**config.mk**
```make
export PLATFORM = sky130hd
export DESIGN_NAME = hyper_exit_seq_flat
export DESIGN_NICKNAME = d
export VERILOG_FILES = /design/src/rtl/hyper_exit_seq_if.sv /design/src/rtl/hyper_exit_seq.sv /design/src/flat_wrapper.sv
export SDC_FILE = /design/constraint.sdc
export NUM_CORES = 1
export LEC_CHECK = 0
export CAP_MARGIN = 40
export CORE_MARGIN = 1
export CORE_UTILIZATION = 32
export DETAILED_ROUTE_END_ITERATION = 7
export PLACE_DENSITY_LB_ADDON = 0.2
export SLEW_MARGIN = 0
export SYNTH_ARGS = -nofsm -noshare
export SYNTH_HDL_FRONTEND = slang
export SYNTH_SLANG_ARGS = --single-unit
```
**constraint.sdc**
```tcl
create_clock -name clk -period 4 [get_ports clk]
set_input_delay 0.8 -clock clk [delete_from_list [all_inputs] [get_ports clk]]
set_output_delay 0.8 -clock clk [all_outputs]
set_load 0.02 [all_outputs]
```
**src/rtl/hyper_exit_seq_if.sv**
```systemverilog
// Bus bundle between the hypervisor/CPU side and the exit sequencer.
// The sequencer is the slave; the CPU/hypervisor side is the master.
interface hyper_exit_seq_if;
  // Handshake and CPU bus
  logic        exit_req;
  logic        ready;
  logic        cpu_sync;
  logic [7:0]  cpu_ext_data_i;
  logic [7:0]  cpu_data_i;
  logic        inject_active;
  // Saved guest state captured at hypervisor entry
  logic [15:0] saved_pc;
  logic [7:0]  saved_p;
  logic [11:0] saved_map_off0;
  logic [11:0] saved_map_off1;
  logic [7:0]  saved_map_en;
  // Mapper path
  logic        map_gate;
  logic        map_enable;
  logic        mapper_wr;
  logic [1:0]  mapper_sel;
  logic [7:0]  mapper_wdata;
  // Status
  logic        exit_done;
  logic        busy;

  modport master (
    output exit_req, ready, cpu_sync, cpu_ext_data_i,
    output saved_pc, saved_p, saved_map_off0, saved_map_off1, saved_map_en,
    output map_gate,
    input  cpu_data_i, inject_active, map_enable,
    input  mapper_wr, mapper_sel, mapper_wdata,
    input  exit_done, busy
  );

  modport slave (
    input  exit_req, ready, cpu_sync, cpu_ext_data_i,
    input  saved_pc, saved_p, saved_map_off0, saved_map_off1, saved_map_en,
    input  map_gate,
    output cpu_data_i, inject_active, map_enable,
    output mapper_wr, mapper_sel, mapper_wdata,
    output exit_done, busy
  );
endinterface

```
**src/rtl/hyper_exit_seq.sv**
```systemverilog
// Hypervisor exit sequencer: injects CLE/SEE, PLP, JMP onto the CPU
// data-in bus to restore guest E, P and PC, and replays the saved guest
// MAP A/X/Y/Z registers into the mapper during the PLP/JMP fetches.
module hyper_exit_seq #(
  parameter logic [7:0] OP_CLE = 8'h02,
  parameter logic [7:0] OP_SEE = 8'h03,
  parameter logic [7:0] OP_PLP = 8'h28,
  parameter logic [7:0] OP_JMP = 8'h4C
) (
  input logic             clk,
  input logic             reset,
  hyper_exit_seq_if.slave bus
);

  typedef enum logic [3:0] {
    IDLE      = 4'd0,
    CS_FETCH  = 4'd1,
    CS_EX     = 4'd2,
    PLP_FETCH = 4'd3,
    PLP_DEC   = 4'd4,
    PLP_EX    = 4'd5,
    JMP_FETCH = 4'd6,
    JMP_PCL   = 4'd7,
    JMP_PCH   = 4'd8
  } state_t;

  state_t      r_state;
  state_t      w_next;
  logic [7:0]  w_byte;
  logic [7:0]  w_cs_byte;
  logic        w_fetch_ok;
  logic        w_wr;
  logic [1:0]  w_sel;
  logic [7:0]  w_wdata;
  logic        w_done;
  logic        w_busy;

  assign w_cs_byte  = bus.saved_p[5] ? OP_SEE : OP_CLE;
  assign w_fetch_ok = bus.ready & bus.cpu_sync;
  assign w_busy     = (r_state != IDLE);

  // State register; reset returns to IDLE and drops any sequence in flight.
  always_ff @(posedge clk) begin
    if (reset) r_state <= IDLE;
    else       r_state <= w_next;
  end

  // Next state, injected byte and mapper write for the advancing cycle.
  always_comb begin
    w_next  = r_state;
    w_byte  = bus.cpu_ext_data_i;
    w_wr    = 1'b0;
    w_sel   = '0;
    w_wdata = '0;
    w_done  = 1'b0;
    unique case (r_state)
      IDLE: begin
        if (bus.exit_req & bus.ready) w_next = CS_FETCH;
      end
      CS_FETCH: begin
        w_byte = w_cs_byte;
        if (w_fetch_ok) w_next = CS_EX;
      end
      CS_EX: begin
        w_byte = w_cs_byte;
        if (bus.ready) w_next = PLP_FETCH;
      end
      PLP_FETCH: begin
        w_byte = OP_PLP;
        if (w_fetch_ok) begin
          w_next  = PLP_DEC;
          w_wr    = 1'b1;
          w_sel   = 2'd0;
          w_wdata = bus.saved_map_off0[7:0];
        end
      end
      PLP_DEC: begin
        w_byte = OP_PLP;
        if (bus.ready) begin
          w_next  = PLP_EX;
          w_wr    = 1'b1;
          w_sel   = 2'd1;
          w_wdata = {bus.saved_map_en[3:0], bus.saved_map_off0[11:8]};
        end
      end
      PLP_EX: begin
        w_byte = bus.saved_p;
        if (bus.ready) begin
          w_next  = JMP_FETCH;
          w_wr    = 1'b1;
          w_sel   = 2'd2;
          w_wdata = bus.saved_map_off1[7:0];
        end
      end
      JMP_FETCH: begin
        w_byte = OP_JMP;
        if (w_fetch_ok) begin
          w_next  = JMP_PCL;
          w_wr    = 1'b1;
          w_sel   = 2'd3;
          w_wdata = {bus.saved_map_en[7:4], bus.saved_map_off1[11:8]};
        end
      end
      JMP_PCL: begin
        w_byte = bus.saved_pc[7:0];
        if (bus.ready) w_next = JMP_PCH;
      end
      JMP_PCH: begin
        w_byte = bus.saved_pc[15:8];
        if (bus.ready) begin
          w_next = IDLE;
          w_done = 1'b1;
        end
      end
      default: begin
        w_next = IDLE;
        w_byte = '0;
      end
    endcase
    // A reset cycle must not leak a write or completion strobe from the
    // state it is abandoning.
    if (reset) begin
      w_wr    = 1'b0;
      w_sel   = '0;
      w_wdata = '0;
      w_done  = 1'b0;
    end
  end

  assign bus.cpu_data_i    = w_byte;
  assign bus.inject_active = w_busy;
  assign bus.map_enable    = w_busy ? 1'b0 : bus.map_gate;
  assign bus.mapper_wr     = w_wr;
  assign bus.mapper_sel    = w_sel;
  assign bus.mapper_wdata  = w_wdata;
  assign bus.exit_done     = w_done;
  assign bus.busy          = w_busy;

endmodule

```
**src/flat_wrapper.sv**
```systemverilog
// flat-port wrapper written by rule: the top's interface ports become plain ports
module hyper_exit_seq_flat 
#(
  parameter logic [7:0] OP_CLE = 8'h02,
  parameter logic [7:0] OP_SEE = 8'h03,
  parameter logic [7:0] OP_PLP = 8'h28,
  parameter logic [7:0] OP_JMP = 8'h4C
)
  (clk, reset, bus_exit_req, bus_ready, bus_cpu_sync, bus_cpu_ext_data_i, bus_saved_pc, bus_saved_p, bus_saved_map_off0, bus_saved_map_off1, bus_saved_map_en, bus_map_gate, bus_cpu_data_i, bus_inject_active, bus_map_enable, bus_mapper_wr, bus_mapper_sel, bus_mapper_wdata, bus_exit_done, bus_busy);
  hyper_exit_seq_if bus_i ();
  input logic clk;
  input logic reset;
  input wire logic [$bits(bus_i.exit_req)-1:0] bus_exit_req;
  input wire logic [$bits(bus_i.ready)-1:0] bus_ready;
  input wire logic [$bits(bus_i.cpu_sync)-1:0] bus_cpu_sync;
  input wire logic [$bits(bus_i.cpu_ext_data_i)-1:0] bus_cpu_ext_data_i;
  input wire logic [$bits(bus_i.saved_pc)-1:0] bus_saved_pc;
  input wire logic [$bits(bus_i.saved_p)-1:0] bus_saved_p;
  input wire logic [$bits(bus_i.saved_map_off0)-1:0] bus_saved_map_off0;
  input wire logic [$bits(bus_i.saved_map_off1)-1:0] bus_saved_map_off1;
  input wire logic [$bits(bus_i.saved_map_en)-1:0] bus_saved_map_en;
  input wire logic [$bits(bus_i.map_gate)-1:0] bus_map_gate;
  output wire logic [$bits(bus_i.cpu_data_i)-1:0] bus_cpu_data_i;
  output wire logic [$bits(bus_i.inject_active)-1:0] bus_inject_active;
  output wire logic [$bits(bus_i.map_enable)-1:0] bus_map_enable;
  output wire logic [$bits(bus_i.mapper_wr)-1:0] bus_mapper_wr;
  output wire logic [$bits(bus_i.mapper_sel)-1:0] bus_mapper_sel;
  output wire logic [$bits(bus_i.mapper_wdata)-1:0] bus_mapper_wdata;
  output wire logic [$bits(bus_i.exit_done)-1:0] bus_exit_done;
  output wire logic [$bits(bus_i.busy)-1:0] bus_busy;
  assign bus_i.exit_req = bus_exit_req;
  assign bus_i.ready = bus_ready;
  assign bus_i.cpu_sync = bus_cpu_sync;
  assign bus_i.cpu_ext_data_i = bus_cpu_ext_data_i;
  assign bus_i.saved_pc = bus_saved_pc;
  assign bus_i.saved_p = bus_saved_p;
  assign bus_i.saved_map_off0 = bus_saved_map_off0;
  assign bus_i.saved_map_off1 = bus_saved_map_off1;
  assign bus_i.saved_map_en = bus_saved_map_en;
  assign bus_i.map_gate = bus_map_gate;
  assign bus_cpu_data_i = bus_i.cpu_data_i;
  assign bus_inject_active = bus_i.inject_active;
  assign bus_map_enable = bus_i.map_enable;
  assign bus_mapper_wr = bus_i.mapper_wr;
  assign bus_mapper_sel = bus_i.mapper_sel;
  assign bus_mapper_wdata = bus_i.mapper_wdata;
  assign bus_exit_done = bus_i.exit_done;
  assign bus_busy = bus_i.busy;
  hyper_exit_seq #(.OP_CLE(OP_CLE), .OP_SEE(OP_SEE), .OP_PLP(OP_PLP), .OP_JMP(OP_JMP)) u_core (.clk(clk), .reset(reset), .bus(bus_i));
endmodule
```
# Word-level counts from Yosys, hierarchy flattened

Cells that the tools add are included.

Word-level logic and storage cells: 57
Input bits: 70
Output and inout port bits: 23
Register bits: 4

Multiplexer cells: 30
Bitwise logic cells: 2
Reduce and logical (&&, ||, !) cells: 7
Equality and inequality tests: 17

Operators by type and width:

| operator           | count |
|---|---|
| $pmux 8 s7         | 1 |
| $mux 8             | 5 |
| $mux 4             | 9 |
| $pmux 4 s9         | 1 |
| $pmux 8 s4         | 1 |
| $eq 4x3->1 const B | 4 |
| $ne 2x2->1 const B | 5 |
| $reduce_and 9->1   | 1 |
| $eq 4x2->1 const B | 2 |
| $mux 1             | 8 |
| $ne 2x1->1 const B | 4 |
| $reduce_or 2->1    | 4 |
| $mux 2             | 3 |
| $pmux 2 s3         | 1 |
| $eq 4x1->1 const B | 1 |
| $eq 4x4->1 const B | 1 |
| $logic_not 4->1    | 1 |
| $reduce_bool 4->1  | 1 |
| $and 1x1->1        | 2 |
| $pmux 1 s2         | 1 |

# Depth between registers and ports, before layout

Word-level depth: 4
Gate-level depth with buffers: 6
Depth with buffers taken out: 4

# Worst setup path after synthesis

Ideal clock, no wire load.

Kind: input to output
Start: input bus_ready
End: output bus_mapper_sel[0]
Setup slack: 1096 ps
Data required time: 3200 ps
Buffers on the path: 1
Stages on the path: 5
Arrival: 2104 ps
Cells stage by stage: buf_2 -> nand4b_2 -> nor3_4 -> a21oi_1 -> nor4_1

Cells in the longest elaborated chain, start to end: 4
Elaborated cells between the ends (all ways): 5
Those cells by class: mux: 4; bitwise: 1

Ends and longest elaborated chain:

| what            | line                  | text |
|---|---|---|
| start, declared | flat_wrapper.sv:14    | `input wire logic [$bits(bus_i.ready)-1:0] bus_ready;` |
| $and 1x1->1     | hyper_exit_seq.sv:39  | `assign w_fetch_ok = bus.ready & bus.cpu_sync;` |
| $mux 2          | hyper_exit_seq.sv:97  | `if (w_fetch_ok) begin` |
| $pmux 2 s3 *    | hyper_exit_seq.sv:56  | `unique case (r_state)` |
| $mux 2 *        | hyper_exit_seq.sv:122 | `if (reset) begin` |
| end, declared   | flat_wrapper.sv:27    | `output wire logic [$bits(bus_i.mapper_sel)-1:0] bus_mapper_sel;` |

Every way passes the cells marked *; elsewhere a longest branch is shown, timed or not.

# Worst setup path in the final report

Start: input bus_cpu_sync
End: output bus_mapper_wdata[5]

Cells in the longest elaborated chain, start to end: 4
Elaborated cells between the ends (all ways): 5
Those cells by class: mux: 4; bitwise: 1

Ends and longest elaborated chain:

| what                             | line                                       | text |
|---|---|---|
| start, declared                  | flat_wrapper.sv:15                         | `input wire logic [$bits(bus_i.cpu_sync)-1:0] bus_cpu_sync;` |
| $and 1x1->1 *                    | hyper_exit_seq.sv:39                       |  |
| $mux 8, on equally long branches | hyper_exit_seq.sv:97, hyper_exit_seq.sv:70 |  |
| $pmux 8 s4 *                     | hyper_exit_seq.sv:56                       |  |
| $mux 8 *                         | hyper_exit_seq.sv:122                      |  |
| end, declared                    | flat_wrapper.sv:28                         | `output wire logic [$bits(bus_i.mapper_wdata)-1:0] bus_mapper_wdata;` |

Marked as above.

==> results <==
- The most critical setup path has its startpoint at bus_cpu_sync.
- Summing the sequential cell areas from Yosys gives 8.41% of the chip area.
- The post-cts repair resize count is 0.
- The remaining antenna violation count is 0.
- Detailed placement ended at an HPWL of 3180 um.
- STA puts the critical path data required time at 3.20 ns.
- The area of the core is 2780 sq um.
- The number of hold-repair buffers added at the cts stage is 0.
- In this run the post-CTS setup repair buffer count came out at 0.
- The worst register-to-register path begins at u_core.r_state[1]$_SDFFE_PP0P_.
- The number of enable flip-flop cells after synthesis is 0.
- The final number of max-transition violations is 0.
- The detailed router finished its first iteration with 101 violations.
- The die is 56.6 um wide.
- For this block, wires on met1 add up to 1570 um.
- The detail-routed net length per standard cell is 16.1 um.
- The maximum operating frequency is 270 MHz.
- Across the VDD grid, the largest voltage drop is 0.000133 V.
- TritonCTS created 3 clock buffers.
- The sum of negative setup slack is 0 ns.
- The fraction of post-synthesis cell area in the top cell type by area is 14.2%.
- Setup repair after global routing left no endpoint under its margin.
- The unique cell type count in the Yosys netlist is 48.
- The via total after detailed routing is 1454.
- The clock latency on the worst-skew pair is 0.24 ns.
- The final layout net count is 292.
- For this run, design rule violations remaining after detail routing come to 0.
- The flow ran to the end, and the final reports show no timing, DRC or antenna violations.
- The highest metal layer with signal wires is met4.
- By area the synthesized netlist is led by a22oi_1 14%, a21oi_1 8.4%, dfxtp_1 8.4%, mux2i_1 6.3%, nor2_1 4.7%.
- Detailed routing placed a total of 408 um of wire on met3.
- The TritonCTS clock tree is yes.
- The post-synthesis cell area is 952 sq um.
- The launching element type of the critical path is an input pin.
- The post-synth net total is 205.
- Between clock sinks in the finished design, the worst skew comes to 0.00256 ns.
- The total of buffers placed on input and output ports is 92.
- The library cell with the largest summed area after synthesis is a22oi_1.
- The area growth from synthesis to layout is 97.8%.
- Once the floorplan was initialized, standard cells occupied 34.2% of the core.
- Dividing the synthesized area by the synthesized cell count gives 7.05 sq um.
- CTS placed an instance of clkbuf_4 at the clock tree root.
- Counting I/O delays and the setup requirement, the final critical path takes 3.71 ns.
- The number of max-cap violations is 0.
- After layout, the worst path uses 92.6% of the clock period.
- The measured slew at the worst slew-check pin is 0.734 ns.
- The first global-routing pass estimated 6390 um of wire.
- After layout, the worst setup slack is 0.295 ns.
- The tightest min-delay check is of the register to register type.
- The post-place setup slack is 0.321 ns.
- For the worst flop-to-flop path, the logic depth is 4.
- Summed over all cells, the static leakage comes to 0.621 nW.
- The final weighted congestion in routability-driven placement is 0.825.
- The most instantiated flip-flop cell in the synthesis netlist is dfxtp_1.
- In the synthesized netlist, the number of instances is 135.
- The number of placement rows is 19.
- The number of H-tree levels is 1.
- After clock tree synthesis, the clock-pin slew on the worst setup and hold paths is 0.04 ns.
- Of all nets on the critical path, the largest fanout is 10.
- For this design the ratio of total power to cell area is 161 nW/um^2.
- STA classifies the critical path endpoint as an output port.
- The fraction of layout cells with a size suffix above 1 is 7.73%.
- The CTS sink count is 4.
- The worst register-to-register path has a setup slack of 2.23 ns.
- The first detailed-routing pass took 4 iterations.
- The largest register by flop count is u_core.r_state.
- The flip-flop count of the largest register after layout is 4.
- In the synthesized netlist the async set-or-reset flop fraction comes to 0%.
- The normalized max-slew margin is 51.0%.
- Using the TritonRoute via totals, the vias-per-cell ratio works out to 5.79.
- The die is 56.6 um tall.
- In this run the critical register-to-register path is captured at u_core.r_state[1]$_SDFFE_PP0P_.
- The timing endpoint of the critical path is bus_mapper_wdata[5].
- The maximum clock path buffer count is 2.
- The post-detailed-routing wire length is 4050 um.
- STA puts the critical path data arrival time at 2.91 ns.
- During I/O placement, the number of pins put on the boundary was 93.
- The largest net degree at the start of global routing is 22.
- The number of global-route vias before repair is 1430.
- The critical path in this run is classified as input pin to output port.
- The overall track demand over capacity in global routing is 24.9%.
- In the post-synthesis netlist, the cell with the most instances is a22oi_1.
- The count of endpoints failing hold in the final timing report was 0.
- The largest registers in the layout are u_core.r_state (4).
- The initial antenna violation count is 0.
- After detailed routing, the met2 layer carries 2060 um of wire.
- The worst hold path stage count is 2.
- Yosys printed 0 warnings.
- For this run the aggregate overflow at the end of global routing stands at 0.
- Sorting the synthesized cells by how often they occur yields 18 x a22oi_1, 16 x a21oi_1, 12 x nor2_1.
- The diode insertion count for antenna repair is 0.
- The die covers 3200 sq um.
- Setup violations remaining at the end of the flow were counted as 0.
- After synthesis the netlist holds a flip-flop and latch count of 4.
where the power goes:
group	internal [W]	total (W)	switching [W]
clock network	0.0000337	0.0000526	0.0000189
registers	0.0000421	0.0000484	0.00000624
logic	0.000118	0.000203	0.0000841
total	0.000194	0.000304	0.000109
final cells by class:
type / count / area, sq um
inverter: 3 / 11.3
multi-input combinational: 114 / 772
fill: 253 / 898
timing repair buffer: 96 / 958
sequential: 4 / 80.1
clock buffer: 3 / 22.5
tap: 31 / 38.8
critical path: stages:
cell	delay [ns]
clkdlybuf4s50_1	0.55
nand4b_2	0.17
nor3_4	0.40
a22oi_1	0.17
a21oi_1	0.18
clkdlybuf4s50_1	0.62
per-layer routing:
layer | up-vias | global-route usage, %
met5 | - | 0
met3 | 2 | 7.60
li1 | 701 | -
met1 | 669 | 27.2
met4 | 0 | 4.53
met2 | 82 | 47.1
layout by cell type (no fill, tap or decap), types with 2 or more instances in the layout:
master | synthesis | final
nor3_4 | 2 | 2
o221ai_1 | 3 | 3
a22oi_1 | 18 | 18
nand2b_1 | 3 | 3
nand2_1 | 8 | 8
and3_1 | 4 | 4
nand3_1 | 5 | 5
mux2i_1 | 6 | 6
nor2_2 | 2 | 2
a31oi_1 | 2 | 2
dfxtp_1 | 4 | 4
o21ai_0 | 3 | 3
nor2_1 | 12 | 12
o22ai_1 | 3 | 3
buf_4 | 1 | 3
clkbuf_4 | 0 | 3
a21oi_1 | 16 | 16
clkdlybuf4s50_1 | 0 | 92
a311oi_1 | 2 | 2
a211o_1 | 2 | 2
cell families (layout without fill, tap and decap cells):
kind of cell | Yosys count | after routing | share of synthesized area, %
AOI/OAI and AO/OA | 57 | 57 | 41.1
xor gates and xnor gates | 1 | 1 | 0.920
buffers and inverters | 17 | 102 | 10.5
DFF | 4 | 4 | 8.41
muxes | 6 | 6 | 6.31
and+or+nand+nor | 50 | 50 | 32.7
worst min path at each step:
stage	startpoint	to	slack, ns
2_1_floorplan	u_core.r_state[3]$_SDFFE_PP0P_	u_core.r_state[0]$_SDFFE_PP0P_	0.64
3_3_place_gp	u_core.r_state[3]$_SDFFE_PP0P_	u_core.r_state[1]$_SDFFE_PP0P_	0.80
3_5_place_dp	u_core.r_state[0]$_SDFFE_PP0P_	u_core.r_state[0]$_SDFFE_PP0P_	0.60
4_1_cts	u_core.r_state[0]$_SDFFE_PP0P_	u_core.r_state[0]$_SDFFE_PP0P_	0.61
5_1_grt	u_core.r_state[0]$_SDFFE_PP0P_	u_core.r_state[0]$_SDFFE_PP0P_	0.65
6_report	u_core.r_state[0]$_SDFFE_PP0P_	u_core.r_state[0]$_SDFFE_PP0P_	0.62
stage by stage:
stage	utilization [%]	hold WS [ns]	instance area [sq um]	cells	total power (W)
after global placement	66.4	0.796	1850	247	0.000243
after floorplan	-	0.638	952	135	0.000140
final	67.7	0.616	1880	251	0.000304
after global routing	67.7	0.647	1880	251	0.000322
after detailed placement	66.9	0.604	1860	248	0.000251
after CTS	67.7	0.612	1880	251	0.000305
Note: power is estimated with default switching activity, not from simulation.
